==> src/rtl/vnlp_pkg.sv <==
// Shared types and constants for the vector-norm linked-list processor.
// Imported by the engine and its accumulator sub-module.
package vnlp_pkg;

   typedef enum logic [1:0] {
      IDLE   = 2'd0,
      ISSUE  = 2'd1,
      WAIT   = 2'd2,
      DONE_S = 2'd3
   } state_e;

   localparam logic MODE_L2SQ = 1'b0;
   localparam logic MODE_L1   = 1'b1;

endpackage

==> src/rtl/vnlp_if.sv <==
// Start/done handshake plus dual read-port memory bus of the norm engine.
// master = engine side, slave = controller/memory side.
interface vnlp_if #(
   parameter int DW   = 24,
   parameter int AW   = 9,
   parameter int ACCW = 2*DW-1,
   parameter int LW   = 7
);
   logic            START;
   logic [AW-1:0]   HEAD;
   logic            NORM_MODE;
   logic [AW-1:0]   rd_addr1;
   logic [AW-1:0]   rd_addr2;
   logic [DW-1:0]   rd_data1;
   logic [DW-1:0]   rd_data2;
   logic            DONE;
   logic [ACCW-1:0] NORM2;
   logic [LW-1:0]   LEN;
   logic            ERR;
   logic            SAT;

   modport master (
      input  START, HEAD, NORM_MODE, rd_data1, rd_data2,
      output rd_addr1, rd_addr2, DONE, NORM2, LEN, ERR, SAT
   );

   modport slave (
      output START, HEAD, NORM_MODE, rd_data1, rd_data2,
      input  rd_addr1, rd_addr2, DONE, NORM2, LEN, ERR, SAT
   );
endinterface

==> src/rtl/vnlp_mac.sv <==
// Registered per-element term (square or magnitude) feeding a saturating
// unsigned accumulator with a sticky saturation flag.
module vnlp_mac
   import vnlp_pkg::*;
#(
   parameter int DW   = 24,
   parameter int ACCW = 2*DW-1
) (
   input  logic                 clk,
   input  logic                 rst_n,
   input  logic                 clear_i,
   input  logic                 en_i,
   input  logic                 mode_i,
   input  logic signed [DW-1:0] data_i,
   output logic [ACCW-1:0]      acc_o,
   output logic                 sat_o
);

   localparam int TW = 2*DW;
   localparam int SW = (ACCW + 1 > TW) ? ACCW + 1 : TW + 1;

   logic [TW-1:0]   term_d, term_p1_q;
   logic            vld_p1_q;
   logic [ACCW-1:0] acc_q, acc_d;
   logic            sat_q, sat_d;

   function automatic logic [TW-1:0] f_square(input logic signed [DW-1:0] x);
      logic signed [TW-1:0] xe;
      xe = TW'(x);
      return $unsigned(xe * xe);
   endfunction

   // Widened by one bit so the most negative input has a representable magnitude.
   function automatic logic [TW-1:0] f_abs(input logic signed [DW-1:0] x);
      logic signed [DW:0] xe;
      xe = (DW+1)'(x);
      if (xe < 0) xe = -xe;
      return TW'($unsigned(xe));
   endfunction

   function automatic logic [SW-1:0] f_sum(input logic [ACCW-1:0] a,
                                           input logic [TW-1:0]   t);
      return SW'(a) + SW'(t);
   endfunction

   always_comb begin
      logic [SW-1:0] sum;
      term_d = '0;
      unique case (mode_i)
         MODE_L2SQ: term_d = f_square(data_i);
         MODE_L1:   term_d = f_abs(data_i);
         default:   term_d = '0;
      endcase
      acc_d = acc_q;
      sat_d = sat_q;
      sum   = f_sum(acc_q, term_p1_q);
      if (vld_p1_q && !sat_q) begin
         if (|sum[SW-1:ACCW]) begin
            acc_d = '1;
            sat_d = 1'b1;
         end else begin
            acc_d = sum[ACCW-1:0];
         end
      end
   end

   // p1: registered term, then accumulate on the following edge
   always_ff @(posedge clk or negedge rst_n) begin
      if (!rst_n) begin
         term_p1_q <= '0;
         vld_p1_q  <= 1'b0;
         acc_q     <= '0;
         sat_q     <= 1'b0;
      end else if (clear_i) begin
         term_p1_q <= '0;
         vld_p1_q  <= 1'b0;
         acc_q     <= '0;
         sat_q     <= 1'b0;
      end else begin
         term_p1_q <= term_d;
         vld_p1_q  <= en_i;
         acc_q     <= acc_d;
         sat_q     <= sat_d;
      end
   end

   assign acc_o = acc_q;
   assign sat_o = sat_q;

endmodule

==> src/rtl/vnlp_engine.sv <==
// Walks a circular linked list in external memory and accumulates the squared
// L2 or the L1 norm of all node elements, counting the nodes visited.
module vnlp_engine
   import vnlp_pkg::*;
#(
   parameter int DW      = 24,
   parameter int AW      = 9,
   parameter int NELEM   = 1,
   parameter int LW      = 7,
   parameter int ACCW    = 2*DW-1,
   parameter int LEN_MAX = 2**LW-1
) (
   input  logic   clk,
   input  logic   rst_n,
   vnlp_if.master bus
);

   localparam int KW = (NELEM > 1) ? $clog2(NELEM) : 1;

   state_e          state_q, state_d;
   logic [AW-1:0]   head_q, head_d;
   logic [AW-1:0]   addr1_q, addr1_d;
   logic [AW-1:0]   addr2_q, addr2_d;
   logic            mode_q, mode_d;
   logic [KW-1:0]   k_q, k_d;
   logic [LW-1:0]   len_q, len_d;
   logic            err_q, err_d;
   logic            done_q, done_d;
   logic            ivld_q;
   logic            start_ok;
   logic [AW-1:0]   link;
   logic [ACCW-1:0] acc;
   logic            sat;
   logic signed [DW-1:0] elem;

   assign link = bus.rd_data1[AW-1:0];
   assign elem = bus.rd_data2;

   generate
      if (DW > AW) begin : g_link_pad
         logic unused_link_hi;
         assign unused_link_hi = ^bus.rd_data1[DW-1:AW];
      end
   endgenerate

   always_comb begin
      state_d  = state_q;
      head_d   = head_q;
      addr1_d  = addr1_q;
      addr2_d  = addr2_q;
      mode_d   = mode_q;
      k_d      = k_q;
      len_d    = len_q;
      err_d    = err_q;
      done_d   = done_q;
      start_ok = 1'b0;
      unique case (state_q)
         IDLE, DONE_S: begin
            if (bus.START) begin
               start_ok = 1'b1;
               head_d   = bus.HEAD;
               mode_d   = bus.NORM_MODE;
               addr1_d  = bus.HEAD;
               addr2_d  = bus.HEAD + 1'b1;
               k_d      = '0;
               len_d    = '0;
               err_d    = 1'b0;
               done_d   = 1'b0;
               state_d  = ISSUE;
            end else if (state_q == DONE_S) begin
               // One cycle after entry the last term has reached the accumulator.
               done_d = 1'b1;
            end
         end
         ISSUE: begin
            if (k_q == KW'(NELEM-1)) begin
               state_d = WAIT;
            end else begin
               k_d     = k_q + 1'b1;
               addr2_d = addr2_q + 1'b1;
            end
         end
         WAIT: begin
            len_d = len_q + 1'b1;
            if (link == head_q) begin
               err_d   = 1'b0;
               state_d = DONE_S;
            end else if (({1'b0, len_q} + 1'b1) == (LW+1)'(LEN_MAX)) begin
               err_d   = 1'b1;
               state_d = DONE_S;
            end else begin
               k_d     = '0;
               addr1_d = link;
               addr2_d = link + 1'b1;
               state_d = ISSUE;
            end
         end
         default: state_d = IDLE;
      endcase
   end

   always_ff @(posedge clk or negedge rst_n) begin
      if (!rst_n) begin
         state_q <= IDLE;
         head_q  <= '0;
         addr1_q <= '0;
         addr2_q <= '0;
         mode_q  <= MODE_L2SQ;
         k_q     <= '0;
         len_q   <= '0;
         err_q   <= 1'b0;
         done_q  <= 1'b0;
         ivld_q  <= 1'b0;
      end else begin
         state_q <= state_d;
         head_q  <= head_d;
         addr1_q <= addr1_d;
         addr2_q <= addr2_d;
         mode_q  <= mode_d;
         k_q     <= k_d;
         len_q   <= len_d;
         err_q   <= err_d;
         done_q  <= done_d;
         // Element data is on rd_data2 the cycle after its address was issued.
         ivld_q  <= (state_q == ISSUE);
      end
   end

   vnlp_mac #(
      .DW   (DW),
      .ACCW (ACCW)
   ) u_mac (
      .clk     (clk),
      .rst_n   (rst_n),
      .clear_i (start_ok),
      .en_i    (ivld_q),
      .mode_i  (mode_q),
      .data_i  (elem),
      .acc_o   (acc),
      .sat_o   (sat)
   );

   assign bus.rd_addr1 = addr1_q;
   assign bus.rd_addr2 = addr2_q;
   assign bus.DONE     = done_q;
   assign bus.NORM2    = acc;
   assign bus.LEN      = len_q;
   assign bus.ERR      = err_q;
   assign bus.SAT      = sat;

endmodule

==> src/flat_wrapper.sv <==
// flat-port wrapper written by rule: the top's interface ports become plain ports
module vnlp_engine_flat import vnlp_pkg::*;
#(
   parameter int DW      = 24,
   parameter int AW      = 9,
   parameter int NELEM   = 1,
   parameter int LW      = 7,
   parameter int ACCW    = 2*DW-1,
   parameter int LEN_MAX = 2**LW-1
)
  (clk, rst_n, bus_START, bus_HEAD, bus_NORM_MODE, bus_rd_data1, bus_rd_data2, bus_rd_addr1, bus_rd_addr2, bus_DONE, bus_NORM2, bus_LEN, bus_ERR, bus_SAT);
  vnlp_if #(.DW(DW), .AW(AW), .ACCW(ACCW), .LW(LW)) bus_i ();
  input  logic clk;
  input  logic rst_n;
  input wire logic [$bits(bus_i.START)-1:0] bus_START;
  input wire logic [$bits(bus_i.HEAD)-1:0] bus_HEAD;
  input wire logic [$bits(bus_i.NORM_MODE)-1:0] bus_NORM_MODE;
  input wire logic [$bits(bus_i.rd_data1)-1:0] bus_rd_data1;
  input wire logic [$bits(bus_i.rd_data2)-1:0] bus_rd_data2;
  output wire logic [$bits(bus_i.rd_addr1)-1:0] bus_rd_addr1;
  output wire logic [$bits(bus_i.rd_addr2)-1:0] bus_rd_addr2;
  output wire logic [$bits(bus_i.DONE)-1:0] bus_DONE;
  output wire logic [$bits(bus_i.NORM2)-1:0] bus_NORM2;
  output wire logic [$bits(bus_i.LEN)-1:0] bus_LEN;
  output wire logic [$bits(bus_i.ERR)-1:0] bus_ERR;
  output wire logic [$bits(bus_i.SAT)-1:0] bus_SAT;
  assign bus_i.START = bus_START;
  assign bus_i.HEAD = bus_HEAD;
  assign bus_i.NORM_MODE = bus_NORM_MODE;
  assign bus_i.rd_data1 = bus_rd_data1;
  assign bus_i.rd_data2 = bus_rd_data2;
  assign bus_rd_addr1 = bus_i.rd_addr1;
  assign bus_rd_addr2 = bus_i.rd_addr2;
  assign bus_DONE = bus_i.DONE;
  assign bus_NORM2 = bus_i.NORM2;
  assign bus_LEN = bus_i.LEN;
  assign bus_ERR = bus_i.ERR;
  assign bus_SAT = bus_i.SAT;
  vnlp_engine #(.DW(DW), .AW(AW), .NELEM(NELEM), .LW(LW), .ACCW(ACCW), .LEN_MAX(LEN_MAX)) u_core (.clk(clk), .rst_n(rst_n), .bus(bus_i));
endmodule
==> config.mk <==
export PLATFORM = sky130hd
export DESIGN_NAME = vnlp_engine_flat
export DESIGN_NICKNAME = d
export VERILOG_FILES = /design/src/rtl/vnlp_pkg.sv /design/src/rtl/vnlp_if.sv /design/src/rtl/vnlp_mac.sv /design/src/rtl/vnlp_engine.sv /design/src/flat_wrapper.sv
export SDC_FILE = /design/constraint.sdc
export NUM_CORES = 2
export LEC_CHECK = 0
export CORE_UTILIZATION = 25
export DETAILED_ROUTE_END_ITERATION = 8
export GPL_TIMING_DRIVEN = 0
export SLEW_MARGIN = 40
export SYNTH_ARGS = -nofsm -noshare
export SYNTH_HDL_FRONTEND = slang
export SYNTH_SLANG_ARGS = --single-unit
==> constraint.sdc <==
create_clock -name clk -period 8.39 [get_ports clk]
set_input_delay 0.839 -clock clk [delete_from_list [all_inputs] [get_ports clk]]
set_output_delay 0.839 -clock clk [all_outputs]
set_load 0.03 [all_outputs]
# Word-level counts from Yosys, hierarchy flattened
# Cells that the tools add are included.
dict set report classes {
  n_addsub 8
  muxes 38
  multipliers 1
  eq_ne 11
  reduce_logical 18
  order_cmp 1
  bitwise_logic 1
}
# cell n
set op_table {}
lappend op_table {{$mux 47} 3}
lappend op_table {{$pmux 48 s2} 1}
lappend op_table {{$mux 9} 7}
lappend op_table {{$add 47x48->49} 1}
lappend op_table {{$mul 24x24->48} 1}
lappend op_table {{$mux 48} 1}
lappend op_table {{$add 9x1->9 const B} 3}
lappend op_table {{$pmux 9 s3} 1}
lappend op_table {{$mux 25} 1}
lappend op_table {{$neg 24->25} 1}
lappend op_table {{$lt 24x1->1 const B} 1}
lappend op_table {{$pmux 9 s2} 1}
lappend op_table {{$mux 1} 14}
lappend op_table {{$pmux 7 s2} 1}
lappend op_table {{$reduce_and 2->1} 5}
lappend op_table {{$eq 9x9->1} 1}
lappend op_table {{$add 7x1->8 const B} 1}
lappend op_table {{$eq 8x7->1 const B} 1}
lappend op_table {{$mux 2} 4}
lappend op_table {{$ne 2x2->1 const B} 4}
lappend op_table {{$reduce_and 4->1} 2}
lappend op_table {{$reduce_bool 2->1} 4}
lappend op_table {{$add 7x1->7 const B} 1}
lappend op_table {{$mux 7} 1}
lappend op_table {{14 further kinds} 17}
dict set report totals {
  out_inout_bits 75
  regBits 138
  elab_cells 92
  inputBits 61
}

# Depth between registers and ports, before layout
dict set report depth {
  depth_word 5
  ltp_mapped 29
  depth_no_buf 25
}

# Hierarchy
# A second synthesis with hierarchy kept.
dict set report unflattened {
  cells_unflattened 3035
  area_unflattened_um2 28443.5
}
# mod area_per_inst_um2 seq_area_each_um2 cells_per_inst n_inst
set by_module_without_submodules {}
lappend by_module_without_submodules {vnlp_mac 26157.6 2427.3 2829 1}
lappend by_module_without_submodules {vnlp_engine 2285.9 1001.0 206 1}

# Least setup slack after synthesis
# OpenSTA, ideal clock, no wires.
dict set report synth_path {
  path_kind {input-to-reg}
  start {input bus_rd_data2[23]}
  end {register u_core.u_mac.term_p1_q[47]}
  setup_time_ns 0.078
  path_buffers 4
  arrival_ns 8.098
  slack_ns 0.214
  path_stages 25
  required_ns 8.312
  cell_sequence {clkbuf_1 buf_1 clkbuf_1 nand2_1 inv_1 fa_1 fa_1 inv_1 fa_1 inv_1 fa_1 fa_1 fa_1 fa_1 ha_1 clkbuf_1 a21o_1 a21oi_1 o21ai_0 o211ai_1 o21bai_1 a21o_1 o31a_1 or3_1 a21oi_1}
}
dict set report synth_via {
  elab_chain_cells 3
}
# element line
set synth_lines {}
lappend synth_lines {{start: declaration} flat_wrapper.sv:19} ;# input wire logic [$bits(bus_i.rd_data2)-1:0] bus_rd_data2;
lappend synth_lines {{$mul 24x24->48} vnlp_mac.sv:30} ;# return $unsigned(xe * xe);
lappend synth_lines {{$pmux 48 s2} vnlp_mac.sv:49} ;# unique case (mode_i)
lappend synth_lines {{$mux 48} vnlp_mac.sv:74} ;# end else if (clear_i) begin
lappend synth_lines {{end signal: assignment} vnlp_mac.sv:80} ;# term_p1_q <= term_d;
lappend synth_lines {{end: declaration} vnlp_mac.sv:22} ;# logic [TW-1:0] term_d, term_p1_q;
# No other way between the ends.
# A chain may end at the register's enable or synchronous reset.

# Final worst setup path
dict set report layout_path {
  start {input bus_rd_data2[16]}
  end {register u_core.u_mac.term_p1_q[43]}
}
# The elaborated chain is that of the path after synthesis.

==> summary.txt <==
Clocking
  – Clock latency on the worst-skew pair: 440 ps
  – CTS tree: done
  – Cts hold-fix bufs: 0
  – Clk slew on worst S/H paths: around 60 ps
  – Cts bufs inserted: 17
  – CTS sink cnt: between 100 and 150
  – Root buf cell: clkbuf_16
  – H-tree Lvls: 4
  – Deepest clock path buffer count: 2

Timing
  – Slew headroom: between 40% and 50%
  – Period utilization: 98.26%
  – Hold_ws: around 320 ps
  – Setup-failing EPs final: 0
  – Fin. Hold Viols: 0
  – Fin. max-slew vios: 0
  – Post-layout minimum cycle time: around 8200 ps
  – Tightest Pin Transition: roughly 860 ps
  – Clock Skew: approximately 9.1 ps
  – Fmax: between 0.1 and 0.15 GHz

Logic synthesis
  – Yosys Warn Count: 0
  – Top post-synthesis cells by area: fa_1, dfrtp_1, inv_1
  – Fraction of registers with async set/reset: 100.0%
  – Proportion of netlist area held by the largest area contributor: between 30% and 40%
  – Cell taking the most area after synthesis: fa_1
  – Post-synthesis average cell area: 9.335 µm²
  – Count of cell types in the netlist: 77
  – Post-Syn Instances: between 2000 and 3000
  – Syn nets: between 3000 and 4000
  – Seq/Total Area, Yosys: roughly an eighth
  – Mapped Area: around 0.028 mm²
  – Post-synth EDFFs: 0
  – Main synth FF type: dfrtp_1
  – Synthesis-stage register bit count: 137

Global route
  – Global Route Usage Sum: 15.15%
  – Vias in the first global route: about 22000
  – Initial antenna violation count: 7
  – Overflow after GRT: 0
  – Pin count of the biggest net entering global routing: 74
  – Global-route wire length before repair: between 100000 and 150000 µm

Die
  – I/O Pins: between 100 and 150
  – Num rows: roughly 120
  – Initial Util: between 20% and 30%
  – Placeable Area: around 0.11 mm²
  – Die height: about 340 µm
  – Chip width: 335.7 µm
  – Die area: 0.1127 mm²

Run status
  – Status: completed

Finish
  – Net count of the finished layout: around 3900
  – Area growth from synthesis to layout: 14.89%
  – Share of layout cells above drive strength 1: between 6 and 7%

Job
  – Max-Cap Viols: 0

Worst setup path
  – CP required: between 8000 and 9000 ps
  – Setup CP Type: primary input to flip-flop
  – Worst-path fanout max: 10
  – CP startpoint kind: primary input
  – Critical path data arrival time: between 8000 and 9000 ps
  – CP Capture Type: flip-flop

Placement
  – Gp weighted congestion: about 0.96
  – Port Buffers: between 100 and 150
  – Dpl hpwl: just over 70000 µm

Hold path
  – Worst min path class: primary input to asynchronous set/reset pin

Detailed routing
  – Vias per inst: approximately 4.6
  – Post-DRT Antenna Nets: 0
  – Drt drc: 0
  – Detailed Route Iter0 Violations: ~1300
  – Via count: approximately 21000
  – Routed WL: roughly 84000 µm
  – Wire per inst: 18.12 µm
  – Drt pass-1 iters: 5
placed cells by master (no fill, tap or decap), drive strengths merged, types with 17 or more instances in the layout:
master,synthesis,routed
buf,17,46
inv,685,682
o21a,18,18
nand2,295,295
nor3,25,25
nand3,21,21
and2,97,97
a221o,47,47
a21oi,101,101
nand4,21,21
a21o,50,50
o21ai,85,85
ha,202,202
mux2,27,27
dfrtp,137,137
nor2,145,145
clkbuf,109,121
xor2,57,57
fa,556,556
or3,17,17
a211oi,17,17
xnor2,76,76
clkdlybuf4s50,0,96
synthesized netlist by cell type (all sizes together), types with 47 or more instances:
| cell type | n |
|---|---|
| a21oi | 101 |
| clkbuf | 109 |
| and2 | 97 |
| dfrtp | 137 |
| nor2 | 145 |
| xor2 | 57 |
| fa | 556 |
| a221o | 47 |
| inv | 685 |
| o21ai | 85 |
| nand2 | 295 |
| a21o | 50 |
| xnor2 | 76 |
| ha | 202 |
worst paths after layout:
path | endpoint | startpoint | slack, ps | cells past startpoint
worst max-delay path | u_core.u_mac.term_p1_q[43] | bus_rd_data2[16] | 150 | 25
worst min-delay path | u_core.bus.rd_addr2[8] | rst_n | 320 | 1
worst max register to register | u_core.u_mac.acc_o[39] | u_core.u_mac.acc_o[28] | 4420 | 13
worst min register to register | u_core.u_mac.vld_p1_q | u_core.ivld_q | 470 | 1
max in group asynchronous | u_core.u_mac.term_p1_q[25] | rst_n | 7350 | 2
min in group clk | u_core.u_mac.vld_p1_q | u_core.ivld_q | 470 | 1
per-stage QoR:
| stage | cell area (µm²) | setup WS (ps) | std cells | setup TNS (ps) | utilization, % |
|---|---|---|---|---|---|
| 3_5_place_dp | 30950 | -2202 | 4591 | -38310 | 28.00 |
| 3_3_place_gp | 30890 | -2536 | 4589 | -42900 | 27.95 |
| 5_1_grt | 31990 | -7.076 | 4628 | -9.575 | 28.95 |
| 6_report | 31990 | 145.8 | 4629 | 0 | 28.95 |
| 4_1_cts | 31900 | 4.010 | 4624 | 0 | 28.87 |
| 2_1_floorplan | 27850 | 214.4 | 2983 | 0 | - |
worst max-delay path: stages:
cell,delay [ps]
clkdlybuf4s15_2,390
clkbuf_2,440
nand2_1,190
fa_1,520
fa_1,550
inv_1,60
fa_1,530
inv_1,50
fa_1,500
inv_1,50
fa_1,490
fa_1,500
inv_1,50
fa_1,490
inv_1,70
ha_1,420
a21oi_1,220
o21ai_2,130
a221oi_2,350
o31ai_4,150
a2111oi_4,520
nor3_1,140
a211o_1,340
a221oi_2,360
mux2i_1,220
cells by family after synthesis:
family | after synthesis | share of synthesized area, %
and+or+nand+nor | 680 | 11.39
buffers and inverters | 812 | 11.02
DFF | 137 | 12.31
muxes | 33 | 1.308
AOI/OAI and AO/OA | 430 | 10.75
adders and majority gates | 758 | 49.05
xor gates and xnor gates | 133 | 4.183
layer usage:
layer / GRT usage, % / part of all wire [%]
met4: 3.944 / 2.4
met1: 20.65 / 44
met5: 0 / 0.066
met3: 2.970 / 7.2
met2: 24.45 / 46
cell type report:
| type | count | area [µm²] |
|---|---|---|
| Clock buffer | 19 | 442.9 |
| Antenna cell | 1 | 2.502 |
| Inverter | 686 | 2597 |
| Buffer | 122 | 794.5 |
| Sequential cell | 137 | 3428 |
| Clock inverter | 11 | 171.4 |
| Fill cell | 11720 | 78520 |
| Multi-Input combinational cell | 2034 | 21440 |
| Timing Repair Buffer | 131 | 1260 |
| Tap cell | 1488 | 1862 |
repair_timing:
action | in CTS | in global routing
pin swaps | 3 | 6
setup endpoints to repair | 28 | 9
hold endpoints to repair | 0 | 0
resized for setup | 147 | 83
buffers inserted | 4 | 7
gates cloned | 0 | 0
flip-flops by register name, summed over array words and instances (netlist names):
signal,flops
u_core.u_mac.sat_o,1
u_core.bus.DONE,1
u_core.state_q,2
u_core.mode_q,1
u_core.bus.ERR,1
u_core.u_mac.term_p1_q,48
u_core.bus.rd_addr2,9
u_core.head_q,9
u_core.u_mac.acc_o,47
u_core.u_mac.vld_p1_q,1
u_core.ivld_q,1
u_core.bus.LEN,7
u_core.bus.rd_addr1,9
Power is left out: the tool's default activity adds up to more than one toggle a clock period on the data nets, which glitch-free logic cannot reach.
==> RTL change: new RTL, same flow settings <==
`addr2_q` no longer has a reset.
--- a/src/rtl/vnlp_engine.sv
+++ b/src/rtl/vnlp_engine.sv
@@ -104,7 +104,6 @@
          state_q <= IDLE;
          head_q  <= '0;
          addr1_q <= '0;
-         addr2_q <= '0;
          mode_q  <= MODE_L2SQ;
          k_q     <= '0;
          len_q   <= '0;
@@ -115,7 +114,6 @@
          state_q <= state_d;
          head_q  <= head_d;
          addr1_q <= addr1_d;
-         addr2_q <= addr2_d;
          mode_q  <= mode_d;
          k_q     <= k_d;
          len_q   <= len_d;
@@ -124,6 +122,10 @@
          // Element data is on rd_data2 the cycle after its address was issued.
          ivld_q  <= (state_q == ISSUE);
       end
+   end
+
+   always_ff @(posedge clk) begin
+      addr2_q <= addr2_d;
    end
 
    vnlp_mac #(
Check against the original RTL: not equivalent (Yosys sat finds a counterexample within 4 cycles, from zero or initial values and one cycle with rst_n low).
==> RTL change against the original RTL <==
  * Die area is 1.4% lower
  * Maximum frequency rose by 0.69%
  * Via count down 0.25%
  * Synthesized cell count is 1.4% lower
  * Setup slack improved by 0.056 ns
  * Cell area fell by 1.4%
  * Wire length shrank 0.86%
  * Sequential cell count unchanged
  * Area after synthesis fell by 1.4%
  * Sequential share of layout area up 0.29 points
Power is left out: the tool's default activity adds up to more than one toggle a clock period on the data nets, which glitch-free logic cannot reach.
==> RTL change: results (changes against the original RTL) <==
Clk_skew - 0.0129 ns (was 0.00908 ns)
Crit path max-delay family - adder cells (unchanged)
FF-to-FF path depth - 14 (was 13)
Clock transition at the registers of the reported paths - 0.06 ns (about the same)
Avg WL per Cell - 18.4 µm (was 18.1 µm)
Area contributors post-synth - fa_1 (41%), dfrtp_1 (12%), inv_1 (9.4%), ha_1 (9.1%), nand2_1 (3.9%) (was fa_1 (40%), dfrtp_1 (12%), inv_1 (9.2%), ha_1 (9.1%), nand2_1 (4.0%))
Post-synth top cells - inv_1 (687), fa_1 (556), nand2_1 (289) (was inv_1 (685), fa_1 (556), nand2_1 (295))
Pin count of the biggest net entering global routing - 58 (was 74)
Post-synth top flop - dfrtp_1 (unchanged)
Fillers - 11.4k (was 11.7k)
CP Launch Point - bus_rd_data2[17] (was bus_rd_data2[16])
Largest register by flop count - u_core.u_mac.term_p1_q (unchanged)
First-pass GRT wire length - 129 mm (was 130 mm)
Critical path's slowest cell - fa_1 (unchanged)
TritonRoute pass-1 iters - 5 (unchanged)
Initial antenna violation count - 9 (was 7)
DR iter-0 viols - 1567 (was 1339)
Clock buffer depth - 2 (unchanged)
CP arrival - 8.49 ns (was 8.60 ns)
DPL Wire Length - 69.4 mm (was 70.9 mm)
Number of synthesized flops with an enable pin - 9 (was 0)
Vias in the first global route - 22.2k (was 22.0k)
Port Buffers - 117 (was 118)
Total global-route track usage - 15.1% (was 15.2%)
DR vias - 21.1k (about the same)
R2R Path Start - u_core.u_mac.acc_o[1] (was u_core.u_mac.acc_o[28])
Final Wtd Congestion - 0.918 (was 0.957)
Setup slack at placement - -2.49 ns (was -2.20 ns)
H-tree depth - 4 (unchanged)
Worst Tran Pin Value - 0.809 ns (was 0.860 ns)
Post-synthesis async set-or-reset flop share - 93.4% (was 100%)
Nets - 3902 (was 3948)
Fraction of layout cells with a size suffix above 1 - 5.46% (was 6.46%)
Mapped Nets - 3758 (was 3802)
Outcome - finished clean (unchanged)
Register area share after synthesis - 12.6% (was 12.3%)
## RTL change: final timing paths
| check | to | slack, ns |
|---|---|---|
| max | u_core.u_mac.term_p1_q[46] | 0.20 |
| min | u_core.bus.LEN[4] | 0.22 |
| max reg2reg | u_core.u_mac.acc_o[45] | 4.21 |
| min reg2reg | u_core.u_mac.vld_p1_q | 0.47 |
| max in group asynchronous | u_core.u_mac.term_p1_q[45] | 7.30 |
| min in group clk | u_core.u_mac.vld_p1_q | 0.47 |
## RTL change: metrics by stage
stage,instances,area (µm²)
final,4514,31500
after global routing,4513,31500
after CTS,4510,31400
after detailed placement,4474,30500
after global placement,4472,30400
after floorplan,2941,27500
## RTL change: final cells by class
type	instances	share of cell area [%]
Timing Repair Buffer	127	4.06
Sequential cell	137	11.0
Tap cell	1414	5.61
Inverter	690	8.29
Buffer	115	2.40
Multi-Input combinational cell	1997	66.8
Antenna cell	2	0.0159
Clock buffer	20	1.42
Clock inverter	12	0.440
## RTL change: logic make-up (layout without fill, tap and decap cells)
group | count (synthesis) | count (layout) | synth area share (%)
AOI/OAI and AO/OA | 408 | 408 | 10.3
xor gates and xnor gates | 137 | 137 | 4.37
adders and majority gates | 756 | 756 | 49.6
buffers and inverters | 807 | 964 | 11.1
DFF | 137 | 137 | 12.6
muxes | 15 | 15 | 0.551
other | 0 | 2 | 0
and+or+nand+nor | 681 | 681 | 11.3
## RTL change: per-layer routing
metal  vias to the layer above  track usage, %  part of all wire, %
li1                       9391               -                    -
met4                         8            3.45                  2.3
met3                       130            3.61                  8.2
met2                       738            24.9                   47
met5                         -               0                0.053
met1                     10800            19.9                   42
## RTL change: what timing repair did
action,CTS,global route
endpoints found under the setup margin,30,9
setup buffers,4,4
pin swaps,3,6
hold buffers,0,0
resized for setup,144,65
## RTL change: worst register-to-register path: stages (launching register included)
cell	delay (ns)
dfrtp_1	0.51
inv_1	0.12
fa_1	0.47
nand2b_1	0.19
a21oi_1	0.26
o21ai_1	0.18
a211oi_2	0.42
a31oi_2	0.21
o31ai_2	0.41
and4_1	0.26
nor4_1	0.06
a211oi_2	0.40
buf_4	0.29
buf_6	0.20
nand4b_1	0.15
